### src/rtl/fetch_unit_pkg.sv
// Shared types for the instruction fetch unit: word type, FSM states, queue entry.
package fetch_unit_pkg;

    localparam int unsigned XLEN = 32;

    typedef logic [XLEN-1:0] word_t;

    localparam word_t NOP_INST = 32'h0000_0013;
    localparam word_t PC_STEP  = 32'd4;

    typedef enum logic [1:0] {
        FETCH  = 2'd0,
        DROP   = 2'd1,
        HALTED = 2'd2,
        FAULT  = 2'd3
    } fetch_state_t;

    typedef struct packed {
        word_t inst;
        word_t pc;
    } fetch_entry_t;

    function automatic logic is_aligned(input word_t addr);
        return addr[1:0] == 2'b00;
    endfunction

endpackage

### src/rtl/fetch_unit_if.sv
// Instruction memory request channel and decode-side instruction channel.
interface fetch_unit_if;
    import fetch_unit_pkg::*;

    logic  imem_req;
    word_t imem_addr;
    logic  imem_ready;
    word_t imem_rdata;
    word_t inst;
    word_t inst_pc;
    logic  inst_valid;
    logic  inst_ready;

    modport master (
        output imem_req, imem_addr, inst, inst_pc, inst_valid,
        input  imem_ready, imem_rdata, inst_ready
    );

    modport slave (
        input  imem_req, imem_addr, inst, inst_pc, inst_valid,
        output imem_ready, imem_rdata, inst_ready
    );
endinterface

### src/rtl/fetch_unit_queue.sv
// Prefetch FIFO of {inst, pc}; flush overrides push and pop in the same cycle.
module fetch_queue
    import fetch_unit_pkg::*;
#(
    parameter  int unsigned DEPTH = 2,
    localparam int unsigned PTR_W = $clog2(DEPTH),
    localparam int unsigned CNT_W = $clog2(DEPTH + 1)
) (
    input  logic             clk,
    input  logic             rst,
    input  logic             push,
    input  fetch_entry_t     push_data,
    input  logic             pop,
    input  logic             flush,
    output fetch_entry_t     head,
    output logic [CNT_W-1:0] count,
    output logic             full,
    output logic             empty
);

    fetch_entry_t     mem [DEPTH];
    logic [PTR_W-1:0] rd_ptr;
    logic [PTR_W-1:0] wr_ptr;
    logic             do_push;
    logic             do_pop;

    assign full    = count == CNT_W'(DEPTH);
    assign empty   = count == '0;
    assign do_push = push && !full;
    assign do_pop  = pop && !empty;
    assign head    = mem[rd_ptr];

    always_ff @(posedge clk) begin
        if (rst || flush) begin
            rd_ptr <= '0;
            wr_ptr <= '0;
            count  <= '0;
        end else begin
            if (do_push) wr_ptr <= wr_ptr + PTR_W'(1);
            if (do_pop)  rd_ptr <= rd_ptr + PTR_W'(1);
            if (do_push && !do_pop)      count <= count + CNT_W'(1);
            else if (do_pop && !do_push) count <= count - CNT_W'(1);
        end
    end

    // Storage needs no reset; occupancy is tracked by the pointers.
    always_ff @(posedge clk) begin
        if (do_push && !flush && !rst) mem[wr_ptr] <= push_data;
    end

endmodule

### src/rtl/fetch_unit.sv
// Instruction fetch: PC register, single-outstanding imem handshake, redirect/halt/fault FSM
// and a prefetch queue feeding decode with a valid/ready handshake.
module fetch_unit
    import fetch_unit_pkg::*;
#(
    parameter word_t       RESET_PC = 32'h0000_0000,
    parameter int unsigned DEPTH    = 2
) (
    input  logic         clk,
    input  logic         rst,
    input  logic         redirect,
    input  word_t        redirect_pc,
    input  logic         halt,
    fetch_unit_if.master bus,
    output logic         fetch_fault
);

    localparam int unsigned CNT_W = $clog2(DEPTH + 1);

    fetch_state_t     state_q, state_d;
    word_t            pc_q, pc_d;
    word_t            drop_addr_q, drop_addr_d;
    logic             halt_pend_q, halt_pend_d;
    logic             live_q;

    logic             req_c;
    logic             done_c;
    logic             outstanding_c;
    logic             inst_valid_c;
    logic             q_push, q_pop, q_flush;
    fetch_entry_t     q_head;
    logic [CNT_W-1:0] q_count;
    logic             q_full, q_empty;

    fetch_queue #(.DEPTH(DEPTH)) u_queue (
        .clk       (clk),
        .rst       (rst),
        .push      (q_push),
        .push_data ('{inst: bus.imem_rdata, pc: pc_q}),
        .pop       (q_pop),
        .flush     (q_flush),
        .head      (q_head),
        .count     (q_count),
        .full      (q_full),
        .empty     (q_empty)
    );

    // live_q holds off the first request until one full cycle out of reset.
    always_comb begin
        case (state_q)
            FETCH:   req_c = live_q && (q_count < CNT_W'(DEPTH));
            DROP:    req_c = 1'b1;
            default: req_c = 1'b0;
        endcase
    end

    assign done_c        = req_c && bus.imem_ready;
    assign outstanding_c = req_c && !bus.imem_ready;
    assign inst_valid_c  = !q_empty && (state_q != FAULT);

    assign bus.imem_req   = req_c;
    assign bus.imem_addr  = (state_q == DROP) ? drop_addr_q : pc_q;
    assign bus.inst_valid = inst_valid_c;
    assign bus.inst       = inst_valid_c ? q_head.inst : NOP_INST;
    assign bus.inst_pc    = inst_valid_c ? q_head.pc : '0;
    assign fetch_fault    = state_q == FAULT;

    always_comb begin
        state_d     = state_q;
        pc_d        = pc_q;
        drop_addr_d = drop_addr_q;
        halt_pend_d = halt_pend_q;
        q_push      = 1'b0;
        q_pop       = inst_valid_c && bus.inst_ready;
        q_flush     = 1'b0;

        if (redirect) begin
            q_flush     = 1'b1;
            pc_d        = redirect_pc;
            halt_pend_d = 1'b0;
            if (outstanding_c) begin
                state_d = DROP;
                if (state_q != DROP) drop_addr_d = pc_q;
            end else begin
                state_d = is_aligned(redirect_pc) ? FETCH : FAULT;
            end
        end else begin
            case (state_q)
                FETCH: begin
                    if (done_c) begin
                        q_push = !q_full;
                        pc_d   = pc_q + PC_STEP;
                    end
                    // A halt waits for the live request to land before parking.
                    if (halt || halt_pend_q) begin
                        if (outstanding_c) begin
                            halt_pend_d = 1'b1;
                        end else begin
                            halt_pend_d = 1'b0;
                            state_d     = HALTED;
                        end
                    end
                end
                DROP: begin
                    if (halt) halt_pend_d = 1'b1;
                    if (done_c) begin
                        if (!is_aligned(pc_q)) begin
                            state_d     = FAULT;
                            halt_pend_d = 1'b0;
                        end else if (halt || halt_pend_q) begin
                            state_d     = HALTED;
                            halt_pend_d = 1'b0;
                        end else begin
                            state_d = FETCH;
                        end
                    end
                end
                HALTED:  state_d = HALTED;
                FAULT:   state_d = FAULT;
                default: state_d = FETCH;
            endcase
        end
    end

    always_ff @(posedge clk) begin
        if (rst) begin
            state_q     <= FETCH;
            pc_q        <= RESET_PC;
            drop_addr_q <= '0;
            halt_pend_q <= 1'b0;
            live_q      <= 1'b0;
        end else begin
            state_q     <= state_d;
            pc_q        <= pc_d;
            drop_addr_q <= drop_addr_d;
            halt_pend_q <= halt_pend_d;
            live_q      <= 1'b1;
        end
    end

endmodule

### src/flat_wrapper.sv
// flat-port wrapper written by rule: the top's interface ports become plain ports
module fetch_unit_flat import fetch_unit_pkg::*;
#(
    parameter word_t       RESET_PC = 32'h0000_0000,
    parameter int unsigned DEPTH    = 2
)
  (clk, rst, redirect, redirect_pc, halt, fetch_fault, bus_imem_req, bus_imem_addr, bus_inst, bus_inst_pc, bus_inst_valid, bus_imem_ready, bus_imem_rdata, bus_inst_ready);
  fetch_unit_if bus_i ();
  input  logic clk;
  input  logic rst;
  input  logic redirect;
  input  word_t redirect_pc;
  input  logic halt;
  output logic fetch_fault;
  output wire logic [$bits(bus_i.imem_req)-1:0] bus_imem_req;
  output wire logic [$bits(bus_i.imem_addr)-1:0] bus_imem_addr;
  output wire logic [$bits(bus_i.inst)-1:0] bus_inst;
  output wire logic [$bits(bus_i.inst_pc)-1:0] bus_inst_pc;
  output wire logic [$bits(bus_i.inst_valid)-1:0] bus_inst_valid;
  input wire logic [$bits(bus_i.imem_ready)-1:0] bus_imem_ready;
  input wire logic [$bits(bus_i.imem_rdata)-1:0] bus_imem_rdata;
  input wire logic [$bits(bus_i.inst_ready)-1:0] bus_inst_ready;
  assign bus_imem_req = bus_i.imem_req;
  assign bus_imem_addr = bus_i.imem_addr;
  assign bus_inst = bus_i.inst;
  assign bus_inst_pc = bus_i.inst_pc;
  assign bus_inst_valid = bus_i.inst_valid;
  assign bus_i.imem_ready = bus_imem_ready;
  assign bus_i.imem_rdata = bus_imem_rdata;
  assign bus_i.inst_ready = bus_inst_ready;
  fetch_unit #(.RESET_PC(RESET_PC), .DEPTH(DEPTH)) u_core (.clk(clk), .rst(rst), .redirect(redirect), .redirect_pc(redirect_pc), .halt(halt), .bus(bus_i), .fetch_fault(fetch_fault));
endmodule
### config.mk
export PLATFORM = sky130hd
export DESIGN_NAME = fetch_unit_flat
export DESIGN_NICKNAME = d
export VERILOG_FILES = /design/src/rtl/fetch_unit_pkg.sv /design/src/rtl/fetch_unit_if.sv /design/src/rtl/fetch_unit_queue.sv /design/src/rtl/fetch_unit.sv /design/src/flat_wrapper.sv
export SDC_FILE = /design/constraint.sdc
export NUM_CORES = 1
export LEC_CHECK = 0
export CAP_MARGIN = 25
export CORE_ASPECT_RATIO = 1.5
export CORE_MARGIN = 1.5
export CORE_UTILIZATION = 52
export DETAILED_ROUTE_END_ITERATION = 10
export MAX_ROUTING_LAYER = met4
export PLACE_DENSITY = 0.79
export SLEW_MARGIN = 30
export SYNTH_ARGS = -nofsm -noshare
export SYNTH_HDL_FRONTEND = slang
export SYNTH_SLANG_ARGS = --single-unit
### constraint.sdc
create_clock -name clk -period 4.99 [get_ports clk]
set_clock_uncertainty 0.1 [all_clocks]
set_input_delay 0.499 -clock clk [delete_from_list [all_inputs] [get_ports clk]]
set_output_delay 0.499 -clock clk [all_outputs]
set_load 0.1 [all_outputs]
==> key figures <==
Global routing
  • Remaining Overflow, GRT: 0
  • Global Route met1 Usage: 25.72%
  • Gr usage total: between 20% and 30%
  • Met2 Use GR: 41.89%
  • Vias in the first global route: roughly 6,000
  • Initial antenna violation count: 1
  • First-pass GRT wire length: roughly 30,000 um
  • Largest net degree at the start of global routing: 65
  • Gr busiest metal: met2
  • Grt met3 use: roughly 3%

Final layout
  • Fin util: about two thirds
  • Fill count: approximately 1,200
  • Non-filler cells, final: ~1,100
  • Share of layout cells above drive strength 1: a little over a tenth
  • Syn-to-layout area delta: 29.23%
  • Number of nets in the layout: ~900

Status
  • Status: completed

Critical path
  • CP Data Required Time: roughly 4.4 ns
  • Critical Path AT: around 3.5 ns
  • Bufs and invs on worst path: 3
  • CP Cell Sequence: clkinv_1 > nor2_4 > buf_4 > mux2_2 > clkdlybuf4s50_1
  • Maximum fanout along the worst path: 20
  • Crit path largest cell delay: approximately 1 ns
  • Slowest CP cell: clkdlybuf4s50_1
  • WS Path Type: flop to output pin
  • Crit Reg-Reg Startpoint: u_core.state_q[1]
  • CP startpoint kind: flop
  • CP endpoint kind: output pin
  • Worst setup path start: u_core.state_q[0]
  • Delay-heaviest family, CP: buffers and inverters
  • Setup slack, reg-to-reg: about 2.1 ns

Pwr
  • PwrDens: 346.5 nW/um^2
  • VDD IR max: between 200 and 250 uV
  • Leak pwr: 3.632 nW

Synthesis
  • Mapped cell area: 8513 um^2
  • Sequential-to-total area share from yosys stat: a little over 60%
  • Synth Area in Compound Gates: 4.101%
  • Post-synthesis instance total: 685
  • Cell type with the largest total area after synthesis: edfxtp_1
  • Post-synthesis simple-gate area fraction: between 10% and 20%
  • Post-synth cell types: between 50 and 60
  • #FFs+latches synth: ~200
  • Area share of the largest cell type after synthesis: 45.15%
  • Mean Syn Cell Area: between 10 and 15 um^2
  • Syn nets: ~760
  • Xor-xnor portion of the synthesized cell area: ~3.1%
  • Number of synthesized flops with an enable pin: around 130
  • Synth top area cells: edfxtp_1 45%, dfxtp_1 17%, mux2i_1 12%, nor2_1 5.4%, mux2_2 3.4%
  • Synth Flop Type: edfxtp_1
  • Ys async rst share: 0%
  • Largest family of logic cells by synthesized area: multiplexers
  • Post-Synth Adder-Cell Area: less than 1%
  • Post-synthesis mux area share: 14.96%
  • Synth Warn #: 0

Drt
  • DRT iter0 DRCs: ~330
  • Via Count: 5,846
  • DRC Markers: 0
  • Vias per cell: 5.479
  • Drt total wl: a little under 20,000 um
  • Wire per inst: between 15 and 20 um
  • DR pass1 iterations: 5
  • Antenna viol nets, final: 0

Timing
  • Final Cycle Share: approximately four fifths
  • Max Freq: around 0.25 GHz
  • RSZ-0062 raised after global routing: no
  • Setup TNS: 0 ns
  • Min Tclk post-route: ~4.1 ns
  • Worst-margin pin slew: 1.031 ns
  • Slew margin rel.: 31.06%
  • Slew Limit Fails: 0
  • Final hold vios: 0
  • Final setup viols: 0

CTS
  • CTS root buf: clkbuf_16
  • Post-CTS Setup Bufs: 0
  • CTS tree: yes
  • Sink Count: 201
  • PostCTS Resize Cnt: 0
  • Cts bufs inserted: 19
  • Clk buf depth: 3
  • Worst-Skew Late Latency: 0.48 ns
  • Worst-path clk slew: about 0.06 ns
  • H-tree depth reported by CTS: 1
  • Cts hold-fix bufs: 0

Worst hold path
  • Hold Path Class: flop to flop
  • Hold_sp: u_core.drop_addr_q[18]

Floorplanning
  • Die W: ~110 um
  • DIE AREA: around 17,000 um^2
  • Core Rows: 57
  • Core area: between 15,000 and 20,000 um^2
  • Die height: around 160 um
  • Initial core utilization: 52.82%
  • Io pins: 169

Placed design
  • Inst Count DP: a little over 1,000
  • Port Buffers: about 170
  • Post-DP HPWL: between 10,000 and 15,000 um
  • Final RePlAce weighted congestion: 0.9130

Flow run
  • MaxCap Viol Count: 0
## worst min-delay path, stage by stage (launching register included)
cell and delay [ns]:
dfxtp_1 0.32, mux2i_1 0.06, nor2_1 0.07
## worst paths after layout
kind | to | depth (start not counted)
worst max-delay path | bus_imem_addr[20] | 5
worst min-delay path | u_core.drop_addr_q[18] | 2
worst max register to register | u_core.u_queue.count[1] | 8
worst min register to register | u_core.drop_addr_q[18] | 2
## placed cells by master (no fill, tap or decap), types with 3 or more instances in the layout
cell / instances
dfxtp_1: 72
a21oi_1: 15
a211oi_1: 12
clkdlybuf4s50_1: 164
nand2_1: 35
and4_1: 3
mux2_2: 26
nor3_1: 7
and3_1: 5
o22ai_1: 4
and2_1: 5
inv_1: 12
nor2_1: 120
xnor2_1: 20
edfxtp_1: 128
nor4_1: 6
nand4_1: 7
o21ai_0: 15
nand3_1: 10
clkbuf_1: 5
buf_4: 13
mux2i_1: 98
xor2_1: 10
clkbuf_16: 19
## Yosys cell counts (2+ instances only)
cell       instances
a2111oi_0          2
buf_6              2
edfxtp_1         128
o22ai_1            4
xor2_1            10
or2_2              2
nand4_1            7
inv_1             11
nor2_1           122
nand2_1           35
clkbuf_1          18
nand3_1           10
and2_1             5
nor4_2             2
buf_1              9
mux2i_1           98
a311oi_1           2
a211oi_1          12
and3_1             6
mux2_2            26
a21oi_1           15
nand2b_1           2
nor4b_1            2
nor4_1             6
and4_1             3
buf_4              4
o21ai_0           15
nor3_1             7
buf_2              3
ha_1               2
dfxtp_1           73
xnor2_1           20
## state kept, by name, summed over array words and instances (netlist names), named ones only
signal / count
u_core.drop_addr_q: 32
u_core.pc_q: 32
u_core.u_queue.wr_ptr: 1
u_core.u_queue.rd_ptr: 1
u_core.u_queue.mem: 128
u_core.live_q: 1
u_core.halt_pend_q: 1
u_core.u_queue.count: 2
u_core.state_q: 2
## per-layer routing
| layer | up-vias | share of wire (%) | routed length (um) |
|---|---|---|---|
| met4 | 0 | 3.4 | 666 |
| met1 | 2771 | 37 | 7240 |
| met3 | 58 | 5.6 | 1084 |
| met2 | 228 | 54 | 10440 |
| li1 | 2789 | - | - |
| met5 | - | 0 | 0 |
## cell type report
type | instances | area [um^2] | area share, %
Clock inverter | 7 | 88.84 | 0.8075
Inverter | 13 | 48.80 | 0.4435
Multi-Input combinational cell | 433 | 2995 | 27.23
Antenna cell | 1 | 2.502 | 0.02275
Timing Repair Buffer | 180 | 1784 | 16.22
Tap cell | 206 | 257.7 | 2.343
Sequential cell | 201 | 5309 | 48.25
Clock buffer | 26 | 515.5 | 4.686
## per-stage QoR
step	hold slack [ns]	area, um^2	setup slack [ns]	total power [mW]
floorplan	0.3544	8513	0.5372	2.265
global placement	0.3676	10350	1.595	2.424
detailed placement	0.3807	10400	1.416	2.435
CTS	0.3961	11000	0.9155	3.827
global route	0.4225	11000	0.7590	3.925
finish	0.3891	11000	0.9237	3.812
## report_power, final
group / internal (mW) / leakage (nW) / switching, mW
registers: 1.80 / 1.77 / 0.0496
clock network: 0.828 / 0.294 / 0.583
logic: 0.170 / 1.57 / 0.380
total: 2.80 / 3.63 / 1.01
## kinds of logic after synthesis
logic type	after synthesis
xor gates and xnor gates	30
adders and majority gates	2
AOI/OAI and AO/OA	55
and+or+nand+nor	222
DFF	201
buffers and inverters	51
muxes	124
No activity file was read; power rests on OpenSTA's default activity.
